$ cat src/rtl/pkt_loader.sv
// Packet ingress loader: streams packets into a circular packet RAM and hands
// one (base, length) descriptor per stored packet to the switch.
module pkt_loader #(
  parameter int DATA_WIDTH    = 32,
  parameter int ADDR_WIDTH    = 10,
  parameter int MAX_PKT_WORDS = 64
) (
  input  logic                  clk,
  input  logic                  rst,
  input  logic                  in_valid,
  output logic                  in_ready,
  input  logic [DATA_WIDTH-1:0] in_data,
  input  logic                  in_last,
  output logic                  wr_en,
  output logic [ADDR_WIDTH-1:0] wr_addr,
  output logic [DATA_WIDTH-1:0] wr_data,
  output logic                  pkt_valid,
  input  logic                  pkt_ready,
  output logic [ADDR_WIDTH-1:0] pkt_base,
  output logic [ADDR_WIDTH:0]   pkt_len,
  output logic                  pkt_trunc,
  input  logic                  rel_valid,
  input  logic [ADDR_WIDTH:0]   rel_len,
  output logic [15:0]           drop_cnt
);

  localparam int CW = ADDR_WIDTH + 1;
  localparam logic [CW-1:0]         DEPTH_V = CW'(1 << ADDR_WIDTH);
  localparam logic [CW-1:0]         MAX_V   = CW'(MAX_PKT_WORDS);
  localparam logic [CW-1:0]         CNT_ONE = CW'(1);
  localparam logic [ADDR_WIDTH-1:0] PTR_ONE = ADDR_WIDTH'(1);

  typedef enum logic [1:0] {
    S_IDLE = 2'd0,
    S_RECV = 2'd1,
    S_DROP = 2'd2,
    S_PEND = 2'd3
  } state_t;

  function automatic logic [15:0] sat_inc16(input logic [15:0] v);
    return (v == 16'hFFFF) ? v : v + 16'd1;
  endfunction

  // Occupancy update with a simultaneous write and release; never goes below zero.
  function automatic logic [CW-1:0] clamp_used(input logic [CW-1:0] used,
                                               input logic          inc,
                                               input logic [CW-1:0] dec);
    logic signed [CW+1:0] sum;
    sum = $signed({2'b00, used}) + $signed({{(CW+1){1'b0}}, inc})
        - $signed({2'b00, dec});
    return (sum < 0) ? '0 : sum[CW-1:0];
  endfunction

  state_t                  r_state;
  state_t                  w_state_nxt;
  logic [ADDR_WIDTH-1:0]   r_wr_ptr;
  logic [CW-1:0]           r_used;
  logic [ADDR_WIDTH-1:0]   r_base;
  logic [CW-1:0]           r_cnt;
  logic                    r_trunc;
  logic                    r_pkt_valid;
  logic                    r_wr_en;
  logic [ADDR_WIDTH-1:0]   r_wr_addr;
  logic [DATA_WIDTH-1:0]   r_wr_data;
  logic [15:0]             r_drop_cnt;

  logic                    w_accept;
  logic                    w_room;
  logic                    w_hs;
  logic                    w_wr;
  logic                    w_start;
  logic                    w_drop;
  logic                    w_trunc_set;
  logic [CW-1:0]           w_rel;

  assign in_ready = rst && (r_state != S_PEND);
  assign w_accept = in_valid && in_ready;
  // Admission reserves a full maximum-size packet so RECV can never overrun.
  assign w_room   = (DEPTH_V - r_used) >= MAX_V;
  assign w_hs     = r_pkt_valid && pkt_ready;
  assign w_rel    = rel_valid ? rel_len : '0;

  always_comb begin
    w_state_nxt = r_state;
    w_wr        = 1'b0;
    w_start     = 1'b0;
    w_drop      = 1'b0;
    w_trunc_set = 1'b0;
    case (r_state)
      S_IDLE: begin
        if (w_accept) begin
          if (!w_room) begin
            w_drop = 1'b1;
            if (!in_last) w_state_nxt = S_DROP;
          end else begin
            w_wr        = 1'b1;
            w_start     = 1'b1;
            w_state_nxt = in_last ? S_PEND : S_RECV;
          end
        end
      end
      S_RECV: begin
        if (w_accept) begin
          if (r_cnt < MAX_V) w_wr = 1'b1;
          else               w_trunc_set = 1'b1;
          if (in_last) w_state_nxt = S_PEND;
        end
      end
      S_DROP: begin
        if (w_accept && in_last) w_state_nxt = S_IDLE;
      end
      S_PEND: begin
        if (w_hs) w_state_nxt = S_IDLE;
      end
      default: w_state_nxt = S_IDLE;
    endcase
  end

  always_ff @(posedge clk) begin
    if (!rst) begin
      r_state     <= S_IDLE;
      r_wr_ptr    <= '0;
      r_used      <= '0;
      r_base      <= '0;
      r_cnt       <= '0;
      r_trunc     <= 1'b0;
      r_pkt_valid <= 1'b0;
      r_wr_en     <= 1'b0;
      r_wr_addr   <= '0;
      r_wr_data   <= '0;
      r_drop_cnt  <= '0;
    end else begin
      r_state <= w_state_nxt;
      r_wr_en <= w_wr;
      if (w_wr) begin
        r_wr_addr <= r_wr_ptr;
        r_wr_data <= in_data;
        r_wr_ptr  <= r_wr_ptr + PTR_ONE;
      end
      if (w_start) begin
        r_base <= r_wr_ptr;
        r_cnt  <= CNT_ONE;
      end else if (w_wr) begin
        r_cnt <= r_cnt + CNT_ONE;
      end
      if (w_trunc_set) r_trunc <= 1'b1;
      else if (w_hs)   r_trunc <= 1'b0;
      // Valid rises one cycle into PEND, after the final RAM write has landed.
      r_pkt_valid <= (r_state == S_PEND) && !w_hs;
      r_used      <= clamp_used(r_used, w_wr, w_rel);
      if (w_drop) r_drop_cnt <= sat_inc16(r_drop_cnt);
    end
  end

  assign wr_en     = r_wr_en;
  assign wr_addr   = r_wr_addr;
  assign wr_data   = r_wr_data;
  assign pkt_valid = r_pkt_valid;
  assign pkt_base  = r_base;
  assign pkt_len   = r_cnt;
  assign pkt_trunc = r_trunc;
  assign drop_cnt  = r_drop_cnt;

endmodule

$ cat config.mk
export PLATFORM = sky130hd
export DESIGN_NAME = pkt_loader
export DESIGN_NICKNAME = d
export VERILOG_FILES = /design/src/rtl/pkt_loader.sv
export SDC_FILE = /design/constraint.sdc
export NUM_CORES = 1
export LEC_CHECK = 0
export ABC_AREA = 0
export CAP_MARGIN = 20
export CORE_MARGIN = 2
export CORE_UTILIZATION = 30
export DETAILED_ROUTE_END_ITERATION = 10
export PLACE_DENSITY = 0.64
export REMOVE_ABC_BUFFERS = 1
export SYNTH_ARGS = -nofsm -noshare
export SYNTH_HDL_FRONTEND = slang
export SYNTH_SLANG_ARGS = --single-unit
export TNS_END_PERCENT = 30
$ cat constraint.sdc
create_clock -name clk -period 3.8 [get_ports clk]
set_clock_uncertainty 0.05 [all_clocks]
set_input_delay 0.76 -clock clk [delete_from_list [all_inputs] [get_ports clk]]
set_output_delay 0.76 -clock clk [all_outputs]
set_load 0.05 [all_outputs]
Word level (Yosys, flattened, before mapping) --
Index checks and enable logic that the tools add are counted.
Operators by class: $add $sub $neg 6, magnitude comparators 3, eq/ne operators 11, multiplexer cells 26, bitwise operators 2, reduce and logical (&&, ||, !) cells 13
Operator list (count):
- 16-bit by 1-bit adder with 16-bit output, second input constant | 1
- 16-bit equality test, second input constant | 1
- 2-bit 2-to-1 mux | 8
- 1-bit 2-to-1 mux | 15
- 13-bit by 1-bit less-than comparator with 1-bit output, second input constant | 1
- 12-bit by 11-bit subtractor with 13-bit output | 1
- 11-bit by 1-bit adder with 12-bit output | 1
- 2-bit != test, second input constant | 6
- 11-bit by 1-bit adder with 11-bit output, second input constant | 1
- 11-bit by 7-bit >= comparator with 1-bit output, second input constant | 1
- 11-bit by 7-bit less-than comparator with 1-bit output, second input constant | 1
- 11-bit 2-to-1 mux | 1
- 11-bit subtractor, first input constant | 1
- 10-bit by 1-bit adder with 10-bit output, second input constant | 1
- 2-bit one-hot mux with 4 select lines | 1
- 6-bit AND reduction | 1
- 1-bit logical AND | 5
- 2-bit equality test, second input constant | 2
- 2-bit nonzero test | 2
- 2-bit OR reduction | 2
- 3-bit != test, second input constant | 1
- 2-bit by 1-bit equality test with 1-bit output, second input constant | 1
- 2-bit logical NOT | 1
- 1-bit NOT | 2
- other kinds (3) | 3
Word-level totals: register bits after elaboration 105, bits of input ports 49, output and inout bits 83, word-level logic and storage cells 73

Longest topological paths before layout --
depth in word-level cells 9, depth in mapped cells 15, mapped depth without buffers 13

Least setup slack after synthesis --
No wires, ideal clock.
path kind flip-flop to flip-flop, start point reg r_cnt[6], in the netlist pkt_len[6], end point reg r_used[4], library setup time 0.150 ns, data arrival time 3.627 ns, required time 3.600 ns, setup slack -0.027 ns, stages on the path, launching flop included 16, path buffers 2, clock period less this slack 3.827 ns, cell sequence dfxtp_1 > or4_4 > o21ai_1 > nand4_1 > buf_2 > buf_2 > ha_1 > inv_1 > ha_1 > inv_1 > fa_1 > nor2b_1 > o31a_1 > o311a_1 > o221ai_1 > a211oi_1
Between the ends: word-level cells in the longest chain between the ends 8
RTL lines:
- from (decl) | RTL line 59 | logic [CW-1:0] r_cnt;
- from (signal assigned) | RTL line 144 | r_cnt <= r_cnt + CNT_ONE;
- 11-bit by 7-bit less-than comparator with 1-bit output (*) | RTL line 104 | if (r_cnt < MAX_V) w_wr = 1'b1;
- 1-bit 2-to-1 mux (*) | RTL line 104
- 1-bit 2-to-1 mux (*) | RTL line 103 | if (w_accept) begin
- 1-bit one-hot mux with 2 select lines (*) | RTL line 89 | case (r_state)
- 11-bit by 1-bit adder with 12-bit output (*) | RTL line 49 | sum = $signed({2'b00, used}) + $signed({{(CW+1){1'b0}}, inc})
- 12-bit by 11-bit subtractor with 13-bit output (*) | RTL line 50 | - $signed({2'b00, dec});
- 13-bit by 1-bit less-than comparator with 1-bit output | RTL line 51 | return (sum < 0) ? '0 : sum[CW-1:0];
- 2-bit OR reduction (no source line)
- to (signal assigned) | RTL line 150 | r_used <= clamp_used(r_used, w_wr, w_rel);
- to (decl) | RTL line 57 | logic [CW-1:0] r_used;
Mark *: on every way between the ends. The rest lies on a longest branch, timed or not. A chain may end at the register's enable or synchronous reset.

Worst setup path in the final report --
start point in in_valid, end point reg r_used[4]
Between the ends: word-level cells in the longest chain between the ends 7, elaborated cells between the ends (all ways) 8, those cells by class add/sub (2); order compare (1); mux (3); reduce/logical (2)
RTL lines:
- from (decl) | RTL line 10 | input logic in_valid,
- 1-bit logical AND (*) | RTL line 77 | assign w_accept = in_valid && in_ready;
- 1-bit 2-to-1 mux, on equally long branches | RTL line 103, 91
- 1-bit one-hot mux with 2 select lines (*) | RTL line 89
- 11-bit by 1-bit adder with 12-bit output (*) | RTL line 49
- 12-bit by 11-bit subtractor with 13-bit output (*) | RTL line 50
- 13-bit by 1-bit less-than comparator with 1-bit output | RTL line 51
- 2-bit OR reduction (no source line)
Marked as above.

==> results.cfg <==
[floorplan]
die_area_mm2 = 0.0174
dieWidth_um = 132
core_mm2 = 0.0159
io_pins = 132
die_h_um = 132
start_util = 0.309
rows = 46

[logic_synthesis]
synth_compound_area_frac = 0.103
synth_top_area_cell = dfxtp_1
yosys.area_share.adder = 0.0712
synthSimpleGateAreaFrac = 0.208
synth_top_family_by_area = simple AND/OR/NAND/NOR gates
synth_xor_area_frac = 0.0142
synth-edff-count = 0
synth_cell_types = 53
synth_area_leaders = dfxtp_1 (43%), mux2i_1 (13%), ha_1 (6.1%)
syn_inst = 527
netlist_area_mm2 = 0.00492
synth_seq_area_share = 0.427
yosysWarnings = 0
synth_top_area_frac = 0.427
synthFlopType = dfxtp_1
ys_ff_latch = 105
synthMuxAreaShare = 0.134
ys_async_sr_fraction = 0
syn_area_per_cell_um2 = 9.34

[placement]
dpl.cell_count = 859
gp_congestion = 0.820
portBuffers = 131
dp_hpwl_mm = 9.08

[pwr]
power.density_mw_per_mm2 = 368
peakVddDrop_mv = 0.242
leakagePower_nw = 2.72
power.total_mw = 2.48

[sta]
maxSlewHeadroom = 0.343
whs_ns = 0.441
fin_crit_sh = 0.918
tns_ns = 0
rsz0062_at_grt = false
hold_violations = 0
tightest_slew_ns = 0.984
drv_slew = 0
max_freq_ghz = 0.287
setup_viol = 0
period_minus_slack_ns = 3.49

[clocking]
cts.sinks = 105
worstSkewPairLatency_ns = 0.35
clock-root-buffer = clkbuf_16
cts_setup_buffers = 0
htreeDepth = 3
cts_buffer_depth = 2
numCtsBuffers = 9
cts_tree = built
clkTransAtPathRegs_ns = 0.07

[routing]
drtIter0Drc = 190
routedWlPerCell_um = 14.1
drtAntennaViolNets = 0
route.detailed.drc = 0
num_vias = 4279
routed_wl_mm = 12.4
first_pass_iters = 6
via_per_inst = 4.89

[setup_path]
end_kind = register
cp.arrival_ns = 3.70
path_class = in -> reg
startpoint_type = input pin
worst_ep_required_time_ns = 4.01
cp_max_fo = 9

[status]
status = finished, final reports clean

[finish]
mostFrequentLayoutCells = clkdlybuf4s50_1 (130), dfxtp_1 (105), nor2_1 (77), mux2i_1 (66), nand2_1 (39)
stdcell_count = 875
diodes = 0
area_growth_pct = 36.8
fill_cells = 1571
final_nets = 729
layout-drive-gt1-share = 0.0607
post-route-util = 0.422
final_common_cell = clkdlybuf4s50_1

[global_routing]
grt.total_usage = 0.143
first_global_vias = 4253
antenna_found_initial = 0
grt_pass1_wl_mm = 20.7
grt_remaining_overflow = 0
grt_max_degree = 68

[run]
max_cap_viol_count = 0

[hold_path]
timing.hold.worst.class = reg -> reg
cells by family (layout without fill, tap and decap cells):
group                      count (synthesis)  count (layout)
adders and majority gates                 27              27
buffers and inverters                     48             180
muxes                                     66              66
and+or+nand+nor                          201             201
xor gates and xnor gates                   8               8
AOI/OAI and AO/OA                         72              72
DFF                                      105             105
area by class of cell:
class | count | area (um2) | share of cell area
clock inverter | 4 | 28.8 | 0.00427
multi-input combinational | 374 | 2610 | 0.388
clock buffer | 12 | 236 | 0.0351
timing repair buffer | 141 | 1400 | 0.207
inverter | 23 | 86.3 | 0.0128
sequential | 105 | 2100 | 0.312
tap | 216 | 270 | 0.0401
where the power goes:
part	leakage [nW]	total (mW)	switching (mW)	internal [mW]
logic	1.74	0.458	0.253	0.205
registers	0.851	1.16	0.0292	1.13
clock network	0.123	0.859	0.412	0.447
per-layer routing:
| metal | global-route usage | up-vias | routed length (um) |
|---|---|---|---|
| met2 | 0.248 | 109 | 5990 |
| met5 | 0 | - | 0 |
| met4 | 0.0411 | 0 | 173 |
| met3 | 0.0488 | 20 | 769 |
| met1 | 0.168 | 2022 | 5440 |
| li1 | - | 2128 | - |
critical path, stage by stage:
cell and delay [ns]:
clkdlybuf4s50_1 0.50, and3b_1 0.21, nand4_1 0.14, ha_1 0.32, inv_1 0.07, ha_1 0.17, inv_1 0.06, fa_1 0.37
nor2b_1 0.17, o31a_1 0.19, o311a_1 0.18, o221ai_1 0.12, buf_4 0.19, a211oi_1 0.24
registers in the layout, summed over array words and instances, names as in the netlist, 2 cells and up:
name,count
wr_data,32
pkt_base,10
wr_addr,10
r_used,11
r_wr_ptr,10
r_state,2
pkt_len,11
drop_cnt,16
synthesized netlist by cell type, types with 4 or more instances:
cell type,n
dfxtp_1,105
nor2_1,77
mux2i_1,66
nand2_1,39
ha_1,24
inv_1,23
a21oi_1,19
nand3_1,16
clkbuf_1,13
nand4_1,10
buf_2,9
nand2b_1,9
o21ai_0,8
o31ai_1,8
or4_1,8
or3_1,6
nor3_1,5
nor4_2,5
o21a_1,5
xnor2_1,5
and3_1,4
nor4_1,4
o311ai_0,4
o41ai_1,4
or2_2,4
through the flow:
stage          setup slack, ns  instance area (um2)
2_1_floorplan            -2.62                 4800
6_report                 0.313                 6730
5_1_grt                 0.0117                 6730
3_3_place_gp            0.0950                 6460
4_1_cts                  0.282                 6730
3_5_place_dp           -0.0610                 6460
path summary, 6_finish.rpt:
check / start / endpoint / slack, ns / cells after the start
worst min register to register: drop_cnt[9]$_SDFFE_PN0P_ / drop_cnt[9]$_SDFFE_PN0P_ / 0.44 / 2
worst min-delay path: drop_cnt[9]$_SDFFE_PN0P_ / drop_cnt[9]$_SDFFE_PN0P_ / 0.44 / 2
worst max-delay path: in_valid / r_used[4]$_SDFF_PP0_ / 0.31 / 14
worst max register to register: pkt_len[6]$_SDFFE_PP0P_ / r_used[4]$_SDFF_PP0_ / 0.35 / 14
repair_timing:
action | 4_1_cts | 5_1_grt
endpoints found under the hold margin | 0 | 0
gates resized for setup | 0 | 1
endpoints found under the setup margin | 0 | 1
hold buffers | 0 | 0
Note: power is estimated with default switching activity, not from simulation.
